$ cat config.mk
export PLATFORM = sky130hd
export DESIGN_NAME = nn_argmax
export DESIGN_NICKNAME = d
export VERILOG_FILES = /design/src/rtl/nn_pkg.sv /design/src/rtl/nn_max_cmp.sv /design/src/rtl/nn_argmax.sv
export SDC_FILE = /design/constraint.sdc
export NUM_CORES = 1
export LEC_CHECK = 0
export ABC_CLOCK_PERIOD_IN_PS = 6740
export BUFFER_PORTS_ARGS = -buffer_cell sky130_fd_sc_hd__buf_2
export CAP_MARGIN = 20
export CORE_MARGIN = 3
export CORE_UTILIZATION = 45
export CTS_BUF_LIST = sky130_fd_sc_hd__clkbuf_4
export DETAILED_ROUTE_END_ITERATION = 12
export HOLD_SLACK_MARGIN = 0.05
export MAX_ROUTING_LAYER = met4
export PLACE_DENSITY = 0.65
export SETUP_SLACK_MARGIN = 0.4
export SYNTH_ARGS = -nofsm -noshare
export SYNTH_HDL_FRONTEND = slang
export SYNTH_HIERARCHICAL = 1
export SYNTH_SLANG_ARGS = --single-unit
$ cat constraint.sdc
create_clock -name clk_i -period 6.74 [get_ports clk_i]
set_clock_uncertainty 0.2 [all_clocks]
set_input_delay 1.011 -clock clk_i [delete_from_list [all_inputs] [get_ports clk_i]]
set_output_delay 1.011 -clock clk_i [all_outputs]
set_load 0.005 [all_outputs]
$ cat src/rtl/nn_pkg.sv
// rtl/nn_pkg.sv - shared types and constants for the nn output-layer blocks
package nn_pkg;

  typedef enum logic [1:0] {
    IDLE,
    READ,
    DRAIN,
    DONE
  } argmax_state_e;

  localparam int ActvRamRdLatency = 1;

endpackage

$ cat src/rtl/nn_max_cmp.sv
// rtl/nn_max_cmp.sv - signed strict-greater compare with index select
module nn_max_cmp #(
  parameter int DataWidth  = 8,
  parameter int ClassWidth = 2
) (
  input  logic [DataWidth-1:0]  cur_max_i,
  input  logic [ClassWidth-1:0] cur_idx_i,
  input  logic [DataWidth-1:0]  cand_i,
  input  logic [ClassWidth-1:0] cand_idx_i,
  input  logic                  init_i,
  output logic [DataWidth-1:0]  max_o,
  output logic [ClassWidth-1:0] idx_o
);

  logic take;

  // strict greater keeps the lowest index on ties; init_i seeds element 0
  assign take  = init_i || ($signed(cand_i) > $signed(cur_max_i));
  assign max_o = take ? cand_i : cur_max_i;
  assign idx_o = take ? cand_idx_i : cur_idx_i;

endmodule

$ cat src/rtl/nn_argmax.sv
// rtl/nn_argmax.sv - argmax scan over the output-activation RAM
// NN_ARGMAX_REJECT_EN adds a registered below-threshold reject flag.
module nn_argmax
  import nn_pkg::*;
#(
  parameter int NumOutputs   = 4,
  parameter int DataWidth    = 8,
  parameter int AddrWidth    = 6,
  parameter int ClassWidth   = (NumOutputs > 1) ? $clog2(NumOutputs) : 1,
  parameter int RejectThresh = 0
) (
  input  logic                  clk_i,
  input  logic                  reset_i,
  input  logic                  req_i,
  output logic                  ack_o,
  output logic                  ready_o,
  output logic [AddrWidth-1:0]  actv_ram_addr_o,
  input  logic [DataWidth-1:0]  actv_ram_rdata_i,
  output logic [ClassWidth-1:0] class_o,
  output logic [DataWidth-1:0]  max_o,
  output logic                  reject_o,
  output logic                  valid_o,
  input  logic                  ready_i
);

  localparam logic [AddrWidth-1:0]  LastAddr = AddrWidth'(NumOutputs - 1);
  localparam logic [ClassWidth-1:0] LastIdx  = ClassWidth'(NumOutputs - 1);

  argmax_state_e         state_q;
  logic [AddrWidth-1:0]  addr_q;
  logic [DataWidth-1:0]  run_max_q;
  logic [ClassWidth-1:0] run_idx_q;
  logic [ClassWidth-1:0] class_q;
  logic [DataWidth-1:0]  max_q;
  logic                  ack_q;
  logic                  ready_q;
  logic                  valid_q;

  logic                  cap_en;
  logic [ClassWidth-1:0] cap_idx;
  logic [DataWidth-1:0]  nxt_max;
  logic [ClassWidth-1:0] nxt_idx;

  // rdata always belongs to the address presented one cycle earlier
  always_comb begin
    cap_en  = 1'b0;
    cap_idx = '0;
    if (state_q == READ && addr_q != '0) begin
      cap_en  = 1'b1;
      cap_idx = ClassWidth'(addr_q - AddrWidth'(ActvRamRdLatency));
    end else if (state_q == DRAIN) begin
      cap_en  = 1'b1;
      cap_idx = LastIdx;
    end
  end

  nn_max_cmp #(
    .DataWidth  (DataWidth),
    .ClassWidth (ClassWidth)
  ) u_max_cmp (
    .cur_max_i  (run_max_q),
    .cur_idx_i  (run_idx_q),
    .cand_i     (actv_ram_rdata_i),
    .cand_idx_i (cap_idx),
    .init_i     (cap_idx == '0),
    .max_o      (nxt_max),
    .idx_o      (nxt_idx)
  );

  always_ff @(posedge clk_i) begin
    if (reset_i) begin
      state_q   <= IDLE;
      addr_q    <= '0;
      run_max_q <= '0;
      run_idx_q <= '0;
      class_q   <= '0;
      max_q     <= '0;
      ack_q     <= 1'b0;
      ready_q   <= 1'b1;
      valid_q   <= 1'b0;
    end else begin
      ack_q <= 1'b0;
      if (cap_en && state_q == READ) begin
        run_max_q <= nxt_max;
        run_idx_q <= nxt_idx;
      end
      case (state_q)
        IDLE: begin
          if (req_i) begin
            ack_q   <= 1'b1;
            ready_q <= 1'b0;
            addr_q  <= '0;
            state_q <= READ;
          end
        end
        READ: begin
          if (addr_q == LastAddr) begin
            addr_q  <= '0;
            state_q <= DRAIN;
          end else begin
            addr_q <= addr_q + AddrWidth'(1);
          end
        end
        DRAIN: begin
          class_q <= nxt_idx;
          max_q   <= nxt_max;
          valid_q <= 1'b1;
          state_q <= DONE;
        end
        DONE: begin
          if (ready_i) begin
            valid_q <= 1'b0;
            ready_q <= 1'b1;
            state_q <= IDLE;
          end
        end
        default: state_q <= IDLE;
      endcase
    end
  end

`ifdef NN_ARGMAX_REJECT_EN
  localparam logic signed [DataWidth-1:0] Thresh = DataWidth'(RejectThresh);

  logic reject_q;

  always_ff @(posedge clk_i) begin
    if (reset_i) begin
      reject_q <= 1'b0;
    end else if (state_q == DRAIN) begin
      reject_q <= $signed(nxt_max) < Thresh;
    end
  end

  assign reject_o = reject_q;
`else
  logic unused_thresh;
  assign unused_thresh = ^DataWidth'(RejectThresh);
  assign reject_o      = 1'b0;
`endif

  assign ack_o           = ack_q;
  assign ready_o         = ready_q;
  assign valid_o         = valid_q;
  assign class_o         = class_q;
  assign max_o           = max_q;
  assign actv_ram_addr_o = addr_q;

endmodule
Word-level counts from Yosys, hierarchy flattened:

Cells that the tools add are included.

* word-level logic and storage cells: 53
* register bits: 31
* output and inout port bits: 20

* bitwise gates (word level): 1
* add/subtract/negate cells: 2
* mux-type cells: 19
* eq/ne operators: 7
* reduce and logical (&&, ||, !) cells: 14
* magnitude comparators: 1

Operators with widths (count)
* $mux W2: 6
* $mux W6: 2
* $pmux W6 S2: 1
* $gt A8 B8 Y1: 1
* $mux W8: 1
* $pmux W2 S4: 1
* $add A6 B1 Y6 const B: 1
* $eq A6 B2 Y1 const B: 1
* $mux W1: 6
* $reduce_and A3 Y1: 2
* $reduce_bool A2 Y1: 3
* $reduce_bool A6 Y1: 1
* $eq A2 B2 Y1 const B: 2
* $logic_not A2 Y1: 2
* $ne A2 B2 Y1 const B: 2
* $pmux W1 S2: 2
* $reduce_and A2 Y1: 2
* $eq A2 B1 Y1 const B: 1
* $logic_and A1 B1 Y1: 2
* $ne A2 B1 Y1 const B: 1
* $reduce_or A2 Y1: 1
* $sub A2 B1 Y2 const B: 1
* $logic_or A1 B1 Y1: 1
* $not A1 Y1: 1

Depth between registers and ports, before layout:

* depth in word-level cells: 6
* depth in mapped cells: 9
* gate-level depth less buffers: 9

Cells and area by module:

Netlist, hierarchy kept.

By module, submodules not included
* nn_argmax: cells each 145, area an instance 1371.3 um^2, instances 1
* nn_max_cmp: cells each 39, area an instance 356.6 um^2, instances 1

Least setup slack after synthesis:

Ideal clock, no wire load.

* kind: input -> register
* from: in actv_ram_rdata_i[5]
* to: reg class_q[0] (netlist: class_o[0])
* library setup time: 128 ps
* required time: 6412 ps
* arrival: 2798 ps
* stages on the path: 8
* setup slack: 3614 ps
* cells stage by stage: ha_1 > a21o_1 > a2111oi_4 > a211oi_2 > nor3_4 > mux2_2 > mux2i_1 > nor2_1

* word-level cells in the longest chain between the ends: 3

Ends and longest elaborated chain
* from (decl): RTL line nn_argmax.sv:18 `input logic [DataWidth-1:0] actv_ram_rdata_i,`
* $gt A8 B8 Y1: RTL line nn_max_cmp.sv:18 `assign take = init_i || ($signed(cand_i) > $signed(cur_max_i));`
* $logic_or A1 B1 Y1: RTL line nn_max_cmp.sv:18
* $mux W2: RTL line nn_max_cmp.sv:20 `assign idx_o = take ? cand_idx_i : cur_idx_i;`
* named net nxt_idx[0]: RTL line nn_argmax.sv:42 `logic [ClassWidth-1:0] nxt_idx;`
* to (signal assigned): RTL line nn_argmax.sv:105 `class_q <= nxt_idx;`
* to (decl): RTL line nn_argmax.sv:33 `logic [ClassWidth-1:0] class_q;`

The timed path passes the listed nets, and every way through them passes these cells.
A chain may end at the register's enable or synchronous reset.

Worst setup path in the final report:

* from: in actv_ram_rdata_i[5]
* to: reg max_q[3] (netlist: max_o[3])

* word-level cells in the longest chain between the ends: 3

Ends and longest elaborated chain
* $gt A8 B8 Y1: RTL line nn_max_cmp.sv:18
* $logic_or A1 B1 Y1: RTL line nn_max_cmp.sv:18
* $mux W8: RTL line nn_max_cmp.sv:19 `assign max_o = take ? cand_i : cur_max_i;`
* named net nxt_max[3]: RTL line nn_argmax.sv:41 `logic [DataWidth-1:0] nxt_max;`
* to (signal assigned): RTL line nn_argmax.sv:106 `max_q <= nxt_max;`
* to (decl): RTL line nn_argmax.sv:34 `logic [DataWidth-1:0] max_q;`

The timed path passes the listed nets, and every way through them passes these cells.

==> impl_metrics.json <==
{
  "status": "finished, final reports clean",
  "post_cts_buffers": 0,
  "ios": 32,
  "ff_latch_area_um2": 621,
  "layout_common_cells": "dfxtp_1 (31), nor2_1 (30), buf_2 (30), mux2i_1 (22), inv_1 (16)",
  "cts_tree": "built",
  "initial_core_util_pct": 49.1,
  "crit_path_end_kind": "flip-flop",
  "vias": 1355,
  "synthCells": 184,
  "root_buffer": "clkbuf_4",
  "core_um2": 3520,
  "slew_violations": 0,
  "holdBufCountCts": 0,
  "finalSetupTns_ps": 0,
  "fmax_mhz": 318,
  "seq_area_frac_synth_pct": 35.9,
  "antenna_found_initial": 0,
  "p_leak_nw": 0.884,
  "yosysWarningCount": 6,
  "drt_iter0_markers": 47,
  "final_area_um2": 1950,
  "drv_cap": 0,
  "synth.net_count": 211,
  "finalWorstSetupSlack_ps": 3590,
  "total_power_uw": 602,
  "timing.final.crit_period_ps": 3150,
  "pre_cts_slack_ps": 3240,
  "cp_max_fo": 10,
  "synth_seq_cells": 31,
  "nNetsFinal": 241,
  "cp.required_ps": 6750,
  "clk_latency_ps": 330,
  "tightest_slew_ps": 766,
  "ir_drop_uv": 206,
  "numCtsBuffers": 5,
  "place_area_um2": 1900,
  "die_y_um": 68.0,
  "multiInputGateArea_um2": 1010,
  "synth_top_area_share_pct": 35.9,
  "rows": 21,
  "layout_commonest_cell": "dfxtp_1",
  "start_kind": "input port",
  "diodes": 0,
  "power.density_nw_per_um2": 308,
  "synth.avg_cell_area_um2": 9.39,
  "vias_per_cell": 5.19,
  "finalNonFillerCells": 261,
  "antenna_left": 0,
  "clkTransAtPathRegs_ps": 100,
  "hold_path.class": "reg2reg",
  "timing.slew.headroom_pct": 48.9,
  "die_area_um2": 4620,
  "cts_buffer_depth": 2,
  "yosys.area.top_type": "dfxtp_1",
  "finalSetupViolations": 0,
  "wire_per_inst_um": 13.3,
  "arrival_ps": 3150,
  "period_share_pct": 46.7,
  "placed_cells": 253,
  "area_growth_pct": 13.0,
  "synthDistinctLibCells": 36,
  "ys_top_cells_by_area": "dfxtp_1 (36%), mux2i_1 (13%), ha_1 (11%)",
  "ctsResizeCount": 0,
  "port_buffers": 30,
  "grt_overflow": 0,
  "grt_setup_unrepaired": "no",
  "cts.sink_count": 31,
  "dp_hpwl_um": 2560,
  "fillers": 337,
  "grtUsageTotal_pct": 17.2,
  "grt_pass1_wl_um": 5780,
  "critical_path_class": "in2reg",
  "syn-cell-area_um2": 1730,
  "routabilityCongestion": 0.746,
  "route.detailed.drc": 0,
  "drtPass1Iterations": 4,
  "routed_wl_um": 3480,
  "first_global_vias": 1327,
  "hold_viol_final": 0,
  "drive_above_1_share_pct": 24.7,
  "die_x_um": 68.0,
  "h-tree-depth": 2,
  "grt_start_max_net_pins": 29
}
-- final timing paths --
path	from	to	slack [ps]	depth (start not counted)
setup / recovery	actv_ram_rdata_i[5]	max_o[3]	3590	9
hold / removal	run_idx_q[0]	run_idx_q[0]	300	2
setup reg to reg	state_q[0]	max_o[3]	3720	8
hold reg to reg	run_idx_q[0]	run_idx_q[0]	300	2
-- per-layer routing --
| metal | routed length (um) | global-route usage (%) | vias to the layer above |
|---|---|---|---|
| met1 | 1550 | 19.2 | 635 |
| li1 | - | - | 689 |
| met5 | 0 | - | - |
| met3 | 176 | 5.42 | 4 |
| met2 | 1710 | 28.6 | 27 |
| met4 | 34 | 6.20 | 0 |
-- Yosys cell counts (all sizes together) --
| library cell | count |
|---|---|
| dfxtp | 31 |
| nor2 | 30 |
| mux2i | 22 |
| inv | 16 |
| ha | 15 |
| mux2 | 10 |
| nand2 | 10 |
| a21oi | 8 |
| buf | 5 |
| a31oi | 3 |
| nand3 | 3 |
| nor2b | 3 |
| nor3 | 3 |
| o21ai | 3 |
| a211oi | 2 |
| clkbuf | 2 |
| nand2b | 2 |
| nand4 | 2 |
| xnor2 | 2 |
| a2111oi | 1 |
| a21o | 1 |
| a2bb2oi | 1 |
| a31o | 1 |
| a32oi | 1 |
| a41o | 1 |
| conb | 1 |
| nor3b | 1 |
| nor4 | 1 |
| o211ai | 1 |
| o31a | 1 |
| or4b | 1 |
-- per-stage QoR --
stage          util [%]  hold slack [ps]
3_5_place_dp       53.9              283
6_report           55.4              299
3_3_place_gp       53.9              266
5_1_grt            55.4              323
4_1_cts            55.4              306
2_1_floorplan         -              258
-- cells by family after synthesis --
kind of cell,share of synthesized area [%]
other,0.217
adders and majority gates,10.9
buffers and inverters,5.58
AOI/OAI and AO/OA,11.0
muxes,19.3
xor gates and xnor gates,1.01
and+or+nand+nor,16.1
DFF,35.9
-- report_power, final --
part | switching (mW) | total [mW] | leakage, nW | internal, mW
registers | 0.0219 | 0.236 | 0.251 | 0.214
clock network | 0.0622 | 0.105 | 0.0307 | 0.0426
logic | 0.145 | 0.262 | 0.602 | 0.116
total | 0.229 | 0.602 | 0.884 | 0.373
-- worst max-delay path, stage by stage --
cell       delay, ps
buf_2            100
ha_1             290
a21o_1           200
a2111oi_4        370
a211oi_2          90
nor3_4           460
mux2_2           410
mux2i_1          170
nor2_1            50
-- layout make-up --
type	count	area share, %
Tap cell	46	2.95
Multi-Input combinational cell	130	51.8
Sequential cell	31	31.8
Inverter	16	3.08
Timing Repair Buffer	30	7.69
Clock inverter	2	0.385
Clock buffer	6	2.31
-- registers in the layout (all words and copies together) (netlist names) --
register / count
actv_ram_addr_o: 6
ack_o: 1
run_max_q: 8
valid_o: 1
ready_o: 1
class_o: 2
max_o: 8
run_idx_q: 2
state_q: 2
Note: power is estimated with default switching activity, not from simulation.
